===== src/rtl/pulse_rate_controller.sv =====
// pulse_rate_controller: encoder/button front end and burst FSM that gates an LFSR pulse generator.
// Optional feature macro PULSE_RATE_AUTO_REPEAT_EN: bursts repeat after cooldown until the next press.
module pulse_rate_controller #(
  parameter int unsigned BURST_LEN = 16,
  parameter int unsigned COOLDOWN  = 1024,
  parameter int unsigned DEBOUNCE  = 4
) (
  input  logic       clk,
  input  logic       rst_n,
  input  logic       enc_a,
  input  logic       enc_b,
  input  logic       btn,
  input  logic       pulse_in,
  output logic [1:0] frequency,
  output logic       pulse_out,
  output logic       burst_active,
  output logic [7:0] pulse_count
);

  localparam logic [7:0]  BURST_LEN_C = 8'(BURST_LEN);
  localparam logic [15:0] COOLDOWN_C  = 16'(COOLDOWN);
  localparam logic [7:0]  DEB_LAST_C  = 8'(DEBOUNCE - 32'd1);

  typedef enum logic [1:0] {
    ST_IDLE  = 2'b00,
    ST_BURST = 2'b01,
    ST_COOL  = 2'b10
  } state_t;

  logic [1:0]  enc_meta_r;
  logic [1:0]  enc_sync_r;
  logic [1:0]  enc_prev_r;
  logic        btn_meta_r;
  logic        btn_sync_r;
  logic        deb_level_r;
  logic        deb_level_d_r;
  logic [7:0]  deb_cnt_r;
  logic        req_r;
  logic        pin_s1_r;
  logic        pin_s2_r;
  logic [1:0]  pending_r;
  logic [1:0]  freq_r;
  state_t      state_r;
  logic [7:0]  cnt_r;
  logic [15:0] timer_r;
  logic        pulse_out_r;
  logic        burst_active_r;

  logic        deb_level_s;
  logic [7:0]  deb_cnt_s;
  logic [1:0]  pending_s;
  logic        pin_edge_s;
  logic        freq_load_s;
  state_t      state_s;
  logic [7:0]  cnt_s;
  logic [15:0] timer_s;
  logic        strobe_s;

  // Position of a code along the forward gray sequence 00,01,11,10.
  function automatic logic [1:0] gray_pos(input logic [1:0] code);
    case (code)
      2'b00:   gray_pos = 2'd0;
      2'b01:   gray_pos = 2'd1;
      2'b11:   gray_pos = 2'd2;
      default: gray_pos = 2'd3;
    endcase
  endfunction

  // Modulo-4 movement between two encoder codes: 1 forward, 3 backward, 0/2 no step.
  function automatic logic [1:0] enc_dir(input logic [1:0] prev, input logic [1:0] cur);
    enc_dir = gray_pos(cur) - gray_pos(prev);
  endfunction

  assign pin_edge_s = pin_s1_r & ~pin_s2_r;

  // Two-flop synchronisers, previous encoder pair and generator pulse history.
  always_ff @(posedge clk or negedge rst_n) begin
    if (!rst_n) begin
      enc_meta_r <= 2'b00;
      enc_sync_r <= 2'b00;
      enc_prev_r <= 2'b00;
      btn_meta_r <= 1'b0;
      btn_sync_r <= 1'b0;
      pin_s1_r   <= 1'b0;
      pin_s2_r   <= 1'b0;
    end else begin
      enc_meta_r <= {enc_a, enc_b};
      enc_sync_r <= enc_meta_r;
      enc_prev_r <= enc_sync_r;
      btn_meta_r <= btn;
      btn_sync_r <= btn_meta_r;
      pin_s1_r   <= pulse_in;
      pin_s2_r   <= pin_s1_r;
    end
  end

  // Debounce: the level flips only after DEBOUNCE consecutive disagreeing cycles.
  always_comb begin
    deb_level_s = deb_level_r;
    deb_cnt_s   = 8'd0;
    if (btn_sync_r != deb_level_r) begin
      if (deb_cnt_r == DEB_LAST_C) begin
        deb_level_s = btn_sync_r;
        deb_cnt_s   = 8'd0;
      end else begin
        deb_cnt_s = deb_cnt_r + 8'd1;
      end
    end else begin
      deb_cnt_s = 8'd0;
    end
  end

  // Debounced level, its delayed copy and the registered rising-edge request.
  always_ff @(posedge clk or negedge rst_n) begin
    if (!rst_n) begin
      deb_level_r   <= 1'b0;
      deb_level_d_r <= 1'b0;
      deb_cnt_r     <= 8'd0;
      req_r         <= 1'b0;
    end else begin
      deb_level_r   <= deb_level_s;
      deb_level_d_r <= deb_level_r;
      deb_cnt_r     <= deb_cnt_s;
      req_r         <= deb_level_r & ~deb_level_d_r;
    end
  end

  // Saturating pending rate from the quadrature step.
  always_comb begin
    pending_s = pending_r;
    case (enc_dir(enc_prev_r, enc_sync_r))
      2'd1:    pending_s = (pending_r == 2'd3) ? 2'd3 : pending_r + 2'd1;
      2'd3:    pending_s = (pending_r == 2'd0) ? 2'd0 : pending_r - 2'd1;
      default: pending_s = pending_r;
    endcase
  end

  // Burst FSM next state, forwarded-pulse count, cooldown timer and strobe.
  always_comb begin
    state_s  = state_r;
    cnt_s    = cnt_r;
    timer_s  = timer_r;
    strobe_s = 1'b0;
    case (state_r)
      ST_IDLE: begin
        if (req_r) begin
          state_s = ST_BURST;
          cnt_s   = 8'd0;
        end else begin
          state_s = ST_IDLE;
        end
      end
      ST_BURST: begin
        if (req_r) begin
`ifdef PULSE_RATE_AUTO_REPEAT_EN
          state_s = ST_IDLE;
`else
          state_s = ST_COOL;
          timer_s = COOLDOWN_C;
`endif
        end else if (pin_edge_s) begin
          strobe_s = 1'b1;
          cnt_s    = cnt_r + 8'd1;
          if ((cnt_r + 8'd1) == BURST_LEN_C) begin
            state_s = ST_COOL;
            timer_s = COOLDOWN_C;
          end else begin
            state_s = ST_BURST;
          end
        end else begin
          state_s = ST_BURST;
        end
      end
      ST_COOL: begin
`ifdef PULSE_RATE_AUTO_REPEAT_EN
        if (req_r) begin
          state_s = ST_IDLE;
        end else if (timer_r == 16'd1) begin
          state_s = ST_BURST;
          cnt_s   = 8'd0;
        end else begin
          timer_s = timer_r - 16'd1;
        end
`else
        if (timer_r == 16'd1) begin
          state_s = ST_IDLE;
        end else begin
          timer_s = timer_r - 16'd1;
        end
`endif
      end
      default: begin
        state_s = ST_IDLE;
        cnt_s   = 8'd0;
        timer_s = 16'd0;
      end
    endcase
  end

`ifdef PULSE_RATE_AUTO_REPEAT_EN
  assign freq_load_s = (state_r == ST_IDLE) || (state_r == ST_COOL) || (state_s == ST_IDLE);
`else
  assign freq_load_s = (state_r == ST_IDLE) || (state_s == ST_IDLE);
`endif

  // Rate select, FSM state and registered outputs.
  always_ff @(posedge clk or negedge rst_n) begin
    if (!rst_n) begin
      pending_r      <= 2'b00;
      freq_r         <= 2'b00;
      state_r        <= ST_IDLE;
      cnt_r          <= 8'd0;
      timer_r        <= 16'd0;
      pulse_out_r    <= 1'b0;
      burst_active_r <= 1'b0;
    end else begin
      pending_r      <= pending_s;
      freq_r         <= freq_load_s ? pending_r : freq_r;
      state_r        <= state_s;
      cnt_r          <= cnt_s;
      timer_r        <= timer_s;
      pulse_out_r    <= strobe_s;
      burst_active_r <= (state_s == ST_BURST);
    end
  end

  assign frequency    = freq_r;
  assign pulse_out    = pulse_out_r;
  assign burst_active = burst_active_r;
  assign pulse_count  = cnt_r;

endmodule


===== config.mk =====
export PLATFORM = sky130hd
export DESIGN_NAME = pulse_rate_controller
export DESIGN_NICKNAME = d
export VERILOG_FILES = /design/src/rtl/pulse_rate_controller.sv
export SDC_FILE = /design/constraint.sdc
export NUM_CORES = 1
export LEC_CHECK = 0
export CAP_MARGIN = 5
export CORE_MARGIN = 1.5
export CORE_UTILIZATION = 55
export CTS_CLUSTER_SIZE = 10
export DETAILED_ROUTE_END_ITERATION = 8
export PLACE_DENSITY = 0.71
export SLEW_MARGIN = 20
export SYNTH_ARGS = -nofsm -noshare
export SYNTH_HDL_FRONTEND = slang
export SYNTH_SLANG_ARGS = --single-unit

===== constraint.sdc =====
create_clock -name clk -period 2.8 [get_ports clk]
set_clock_uncertainty 0.05 [all_clocks]
set_input_delay 0.56 -clock clk [delete_from_list [all_inputs] [get_ports clk]]
set_output_delay 0.56 -clock clk [all_outputs]
set_load 0.03 [all_outputs]

; Word level (Yosys, flattened, before mapping)
; Cells that the tools add are included.
[totals]
register_bits = 53
word_cells = 85
[op_classes]
addsub = 6
reduce_logical = 10
bitwise = 6
eq_ne = 20
mux = 25
[ops]
columns = op, count
row1 = 2-to-1 mux 16 bit, 4
row2 = one-hot mux 16 bit (3 select lines), 1
row3 = 2-to-1 mux 8 bit, 5
row4 = one-hot mux 8 bit (3 select lines), 1
row5 = one-hot mux 2 bit (3 select lines), 3
row6 = adder 8 x 1 -> 8 bit (second input constant), 2
row7 = equality test 16 x 1 -> 1 bit (second input constant), 1
row8 = subtractor 16 x 1 -> 16 bit (second input constant), 1
row9 = 2-to-1 mux 2 bit, 6
row10 = equality test 2 x 1 -> 1 bit (second input constant), 5
row11 = equality test 2 bit (second input constant), 5
row12 = logical NOT 2 bit, 5
row13 = equality test 8 x 2 -> 1 bit (second input constant), 1
row14 = equality test 8 x 5 -> 1 bit (second input constant), 1
row15 = inequality test 2 bit (second input constant), 4
row16 = AND reduction 4 bit, 2
row17 = inequality test 3 bit (second input constant), 2
row18 = 2-to-1 mux 1 bit, 4
row19 = inverter 1 bit, 4
row20 = one-hot mux 2 bit (2 select lines), 1
row21 = adder 2 x 1 -> 2 bit (second input constant), 1
row22 = bitwise AND 1 bit, 2
row23 = AND reduction 2 bit, 1
row24 = nonzero test 2 bit, 1
row25 = 4 further kinds, 4

; Depth between registers and ports, before layout
[logic_depth]
ltp_word = 8
ltp_mapped = 9
mapped_depth_nobuf = 8

; Worst setup path before layout
; Ideal clock, no wire load.
[synth_timing]
kind = register -> register
start = reg cnt_r[0], in the netlist pulse_count[0]
end = reg timer_r[7]
path_stages_with_launch = 10
path_buffers = 2
period_less_slack_ns = 2.488
arrival_time_ns = 2.306
required_time_ns = 2.618
setup_slack_ns = 0.312
cell_sequence = dfrtp_1 ha_1 clkbuf_1 xnor2_1 nand4_1 a211o_1 o21a_4 clkbuf_1 o31ai_1 o31ai_1
[synth_between]
elab_chain_cells = 4
[synth_rtl]
columns = item, line_no
row1 = start: declaration, 44  ; logic [7:0] cnt_r;
row2 = start signal: assignment, 220  ; cnt_r <= cnt_s;
row3 = adder 8 x 1 -> 8 bit, 164  ; if ((cnt_r + 8'd1) == BURST_LEN_C) begin
row4 = equality test 8 x 5 -> 1 bit, 164
row5 = inequality test 3 bit (no line), --
row6 = AND reduction 4 bit (no line), --
row7 = end signal: assignment, 221  ; timer_r <= timer_s;
row8 = end: declaration, 45  ; logic [15:0] timer_r;
; Every way passes these cells.
; A chain may end at the register's enable or synchronous reset.

; Final worst setup path
[layout_timing]
start = reg cnt_r[0], in the netlist pulse_count[0]
end = reg timer_r[14]
; The elaborated chain is that of the path after synthesis.

==> results.py <==
metrics = {
    "timing": {
        "worst_slew_margin_rel_pct": 53.46,
        "fin_tns_setup_ns": 0,
        "finalHoldWorstSlack_ns": 0.1375,
        "min_period_over_period_pct": 87.34,
        "final.setup.worst_slack_ns": 0.3545,
        "report.final.slew_viol_count": 0,
        "tightestPinTransition_ns": 0.6917,
        "rsz_0062_raised_after_global_routing": "no",
        "report.final.setup_viol": 0,
        "finalCriticalPeriod_ns": 2.446,
        "hold_viol": 0,
        "maxClockFrequency_mhz": 408.9,
    },
    "clock_tree": {
        "clock_sinks": 53,
        "postCtsHoldBufs": 0,
        "ctsResizeCount": 0,
        "cts_setup_buffers": 0,
        "cts-buffers-inserted": 5,
        "clk_transition_reported_paths_ns": 0.10,
        "cts_htree_levels": 2,
        "clock-root-buffer": "sky130_fd_sc_hd__clkbuf_8",
        "worstSkewPairLatency_ns": 0.31,
        "max-clock-path-buffers": 2,
        "tritoncts": "yes",
    },
    "power": {
        "total_power_mw": 2.814,
        "share_of_total_power_in_sequential_cells_pct": 38.1,
        "total_switching_power_mw": 1.216,
        "leakagePower_nw": 1.401,
        "power.density_cell_area_nw_per_um2": 914.9,
        "clockPowerShare_pct": 16.3,
        "share_comb_of_total_power_pct": 45.6,
        "power.share.switching_pct": 43.21,
        "vdd.ir_drop.worst_v": 0.0005497,
        "power_report.internal_total_mw": 1.598,
    },
    "grt": {
        "number_of_antenna_violations_at_the_first_check_in_global_routing": 0,
        "grt_pass1_wl_mm": 9.218,
        "first_global_vias": 1983,
        "globalRouteOverflowTotal": 0,
        "grt_max_degree": 24,
        "track_usage_pct": 22.31,
    },
    "flow_run": {
        "drv_cap": 0,
    },
    "outcome": {
        "run_status": "completed",
    },
    "placed_design": {
        "detailed_place_hpwl_mm": 3.665,
        "portBuffers": 17,
        "place_worst_setup_slack_ns": 0.4229,
        "place_area_um2": 2978,
        "rd_place_congestion": 0.8044,
        "place.detailed.instances": 360,
    },
    "synthesis": {
        "postSynthAreaPerCell_um2": 9.815,
        "synth_seq_area_share_pct": 48.96,
        "mappedNetlistArea_um2": 2709,
        "postSynthNetCount": 296,
        "ys_types": 50,
        "yosysWarnings": 0,
        "ys_ff_latch": 53,
        "ys_async_sr_fraction_pct": 100.0,
        "synth_top_flop_cell": "sky130_fd_sc_hd__dfrtp_1",
        "gate_count_of_the_mapped_netlist": 276,
        "synth_edf_count": 0,
    },
    "worst_setup_path": {
        "critical_path_peak_fanout": 10,
        "cp.required_ns": 2.96,
        "startpoint_type": "register",
        "ff2ff_path_depth": 7,
        "setup.worst_path.class": "reg2reg",
        "critPathArrivalTime_ns": 2.61,
        "worst_setup_path_end_kind": "register",
    },
    "die": {
        "initial_core_util_pct": 57.35,
        "io_pins": 18,
        "placement_rows": 25,
        "fp.dieArea_um2": 5355,
        "fp.dieH_um": 73.18,
        "die_w_um": 73.18,
        "coreArea_um2": 4723,
    },
    "layout": {
        "layout-drive-gt1-share_pct": 8.306,
        "mostFrequentLayoutCells": "53 x sky130_fd_sc_hd__dfrtp_1, 32 x sky130_fd_sc_hd__o21ai_0, 23 x sky130_fd_sc_hd__nor2_1",
        "most_common_cell_after_layout_fill_and_taps_aside": "sky130_fd_sc_hd__dfrtp_1",
        "area_added_between_synthesis_and_finish_pct": 13.53,
        "final_nets": 320,
        "design_area_um2": 3075,
        "number_of_inserted_filler_cells_in_the_final_layout": 391,
        "finalNonFillerCells": 368,
        "final_core_util_pct": 65.11,
        "antenna_cells_inserted": 0,
    },
    "drt": {
        "avgViaCountPerCell": 5.793,
        "detailedRoute.firstPassIterationCount": 4,
        "drt_first_iter_violations": 186,
        "residual_antenna_violating_net_count_after_detailed_routing": 0,
        "num_vias": 2132,
        "drt-wirelength-per-cell_um": 14.20,
        "drc_errors": 0,
        "routed_wl_mm": 5.224,
    },
    "worst_hold_path": {
        "holdCritPathClass": "in2async",
    },
}
==> power by group through the flow <==
| stage | Combinational [mW] | Sequential (mW) | Clock [mW] |
|---|---|---|---|
| after floorplan | 0.853 | 1.11 | 0 |
| after global placement | 1.25 | 1.08 | 0 |
| after detailed placement | 1.27 | 1.09 | 0 |
| after CTS | 1.28 | 1.07 | 0.483 |
| after global routing | 1.46 | 1.10 | 0.511 |
| final | 1.28 | 1.07 | 0.459 |
==> cell type report <==
cell class / instances / area, um^2 / area share, %
clock inverters: 3 / 28.78 / 0.9357
repair buffers: 23 / 210.2 / 6.835
clock buffers: 5 / 68.82 / 2.238
inverters: 10 / 37.54 / 1.221
flip-flops and latches: 53 / 1326 / 43.12
multi-input cells: 207 / 1320 / 42.92
well taps: 67 / 83.83 / 2.726
==> synthesized netlist by cell type (2+ instances only) <==
master | instances | area share, %
sky130_fd_sc_hd__dfrtp_1 | 53 | 49
sky130_fd_sc_hd__o21ai_0 | 32 | 5.9
sky130_fd_sc_hd__nor2_1 | 23 | 3.2
sky130_fd_sc_hd__nand2_1 | 22 | 3.0
sky130_fd_sc_hd__ha_1 | 14 | 6.5
sky130_fd_sc_hd__a21oi_1 | 12 | 2.2
sky130_fd_sc_hd__nand3_1 | 12 | 2.2
sky130_fd_sc_hd__inv_1 | 10 | 1.4
sky130_fd_sc_hd__xor2_1 | 7 | 2.3
sky130_fd_sc_hd__nor3_1 | 6 | 1.1
sky130_fd_sc_hd__o21ai_1 | 6 | 1.1
sky130_fd_sc_hd__o31ai_1 | 6 | 1.7
sky130_fd_sc_hd__nor4_1 | 5 | 1.2
sky130_fd_sc_hd__clkbuf_1 | 4 | 0.55
sky130_fd_sc_hd__nand2b_1 | 4 | 0.92
sky130_fd_sc_hd__nor2b_1 | 4 | 0.92
sky130_fd_sc_hd__xnor2_1 | 4 | 1.3
sky130_fd_sc_hd__and2_1 | 3 | 0.69
sky130_fd_sc_hd__and3_1 | 3 | 0.69
sky130_fd_sc_hd__mux2_2 | 3 | 1.2
sky130_fd_sc_hd__o21a_1 | 3 | 0.83
sky130_fd_sc_hd__a22o_1 | 2 | 0.65
sky130_fd_sc_hd__a31oi_1 | 2 | 0.46
sky130_fd_sc_hd__and4_1 | 2 | 0.65
sky130_fd_sc_hd__buf_2 | 2 | 0.37
sky130_fd_sc_hd__nand4_1 | 2 | 0.46
sky130_fd_sc_hd__nand4b_1 | 2 | 0.65
sky130_fd_sc_hd__nor3b_1 | 2 | 0.55
sky130_fd_sc_hd__nor4b_1 | 2 | 0.65
sky130_fd_sc_hd__o211ai_1 | 2 | 0.55
sky130_fd_sc_hd__o21ai_2 | 2 | 0.65
sky130_fd_sc_hd__o41ai_1 | 2 | 0.65
==> sequential cells by signal, summed over array words and instances, names as in the netlist <==
| register | count |
|---|---|
| pending_r | 2 |
| frequency | 2 |
| pin_s2_r | 1 |
| enc_sync_r | 2 |
| state_r | 2 |
| pin_s1_r | 1 |
| deb_level_r | 1 |
| pulse_out | 1 |
| deb_level_d_r | 1 |
| burst_active | 1 |
| btn_meta_r | 1 |
| enc_prev_r | 2 |
| deb_cnt_r | 8 |
| pulse_count | 8 |
| req_r | 1 |
| enc_meta_r | 2 |
| btn_sync_r | 1 |
| timer_r | 16 |
==> final timing paths <==
check                                            from                          to  slack (ns)
min reg2reg                      btn_meta_r$_DFF_PN0_        btn_sync_r$_DFF_PN0_        0.31
max                        pulse_count[0]$_DFFE_PN0P_     timer_r[14]$_DFFE_PN0P_        0.35
max reg2reg                pulse_count[0]$_DFFE_PN0P_     timer_r[14]$_DFFE_PN0P_        0.35
min                                             rst_n    frequency[0]$_DFFE_PN0P_        0.14
max in group asynchronous                       rst_n  pulse_count[7]$_DFFE_PN0P_        1.96
min in group clk                 btn_meta_r$_DFF_PN0_        btn_sync_r$_DFF_PN0_        0.31
==> kinds of logic after synthesis <==
kind of cell | after synthesis | share of synthesized area (%)
AO/OA/AOI/OAI | 80 | 18.38
XOR/XNOR | 11 | 3.556
adder cells (fa/ha/maj) | 14 | 6.467
buffers and inverters | 16 | 2.309
flip-flops | 53 | 48.96
multiplexers | 3 | 1.247
AND/OR/NAND/NOR | 99 | 19.08
==> critical path, cell delays in order (launching register included) <==
cell	delay [ns]
sky130_fd_sc_hd__dfrtp_1	0.48
sky130_fd_sc_hd__ha_1	0.36
sky130_fd_sc_hd__xnor2_1	0.15
sky130_fd_sc_hd__nand4_1	0.11
sky130_fd_sc_hd__a211o_1	0.33
sky130_fd_sc_hd__o21ai_2	0.26
sky130_fd_sc_hd__nand3_2	0.26
sky130_fd_sc_hd__o311ai_1	0.35
==> routing by layer <==
metal / wire (um) / up-vias / track usage (%) / share of wire (%)
li1: - / 1046 / - / -
met1: 2562 / 1027 / 31.72 / 49
met2: 2380 / 48 / 34.34 / 46
met3: 187 / 11 / 3.729 / 3.6
met4: 93 / 0 / 8.176 / 1.8
met5: 0 / - / 0 / 0
(Power assumes the default switching activity.)
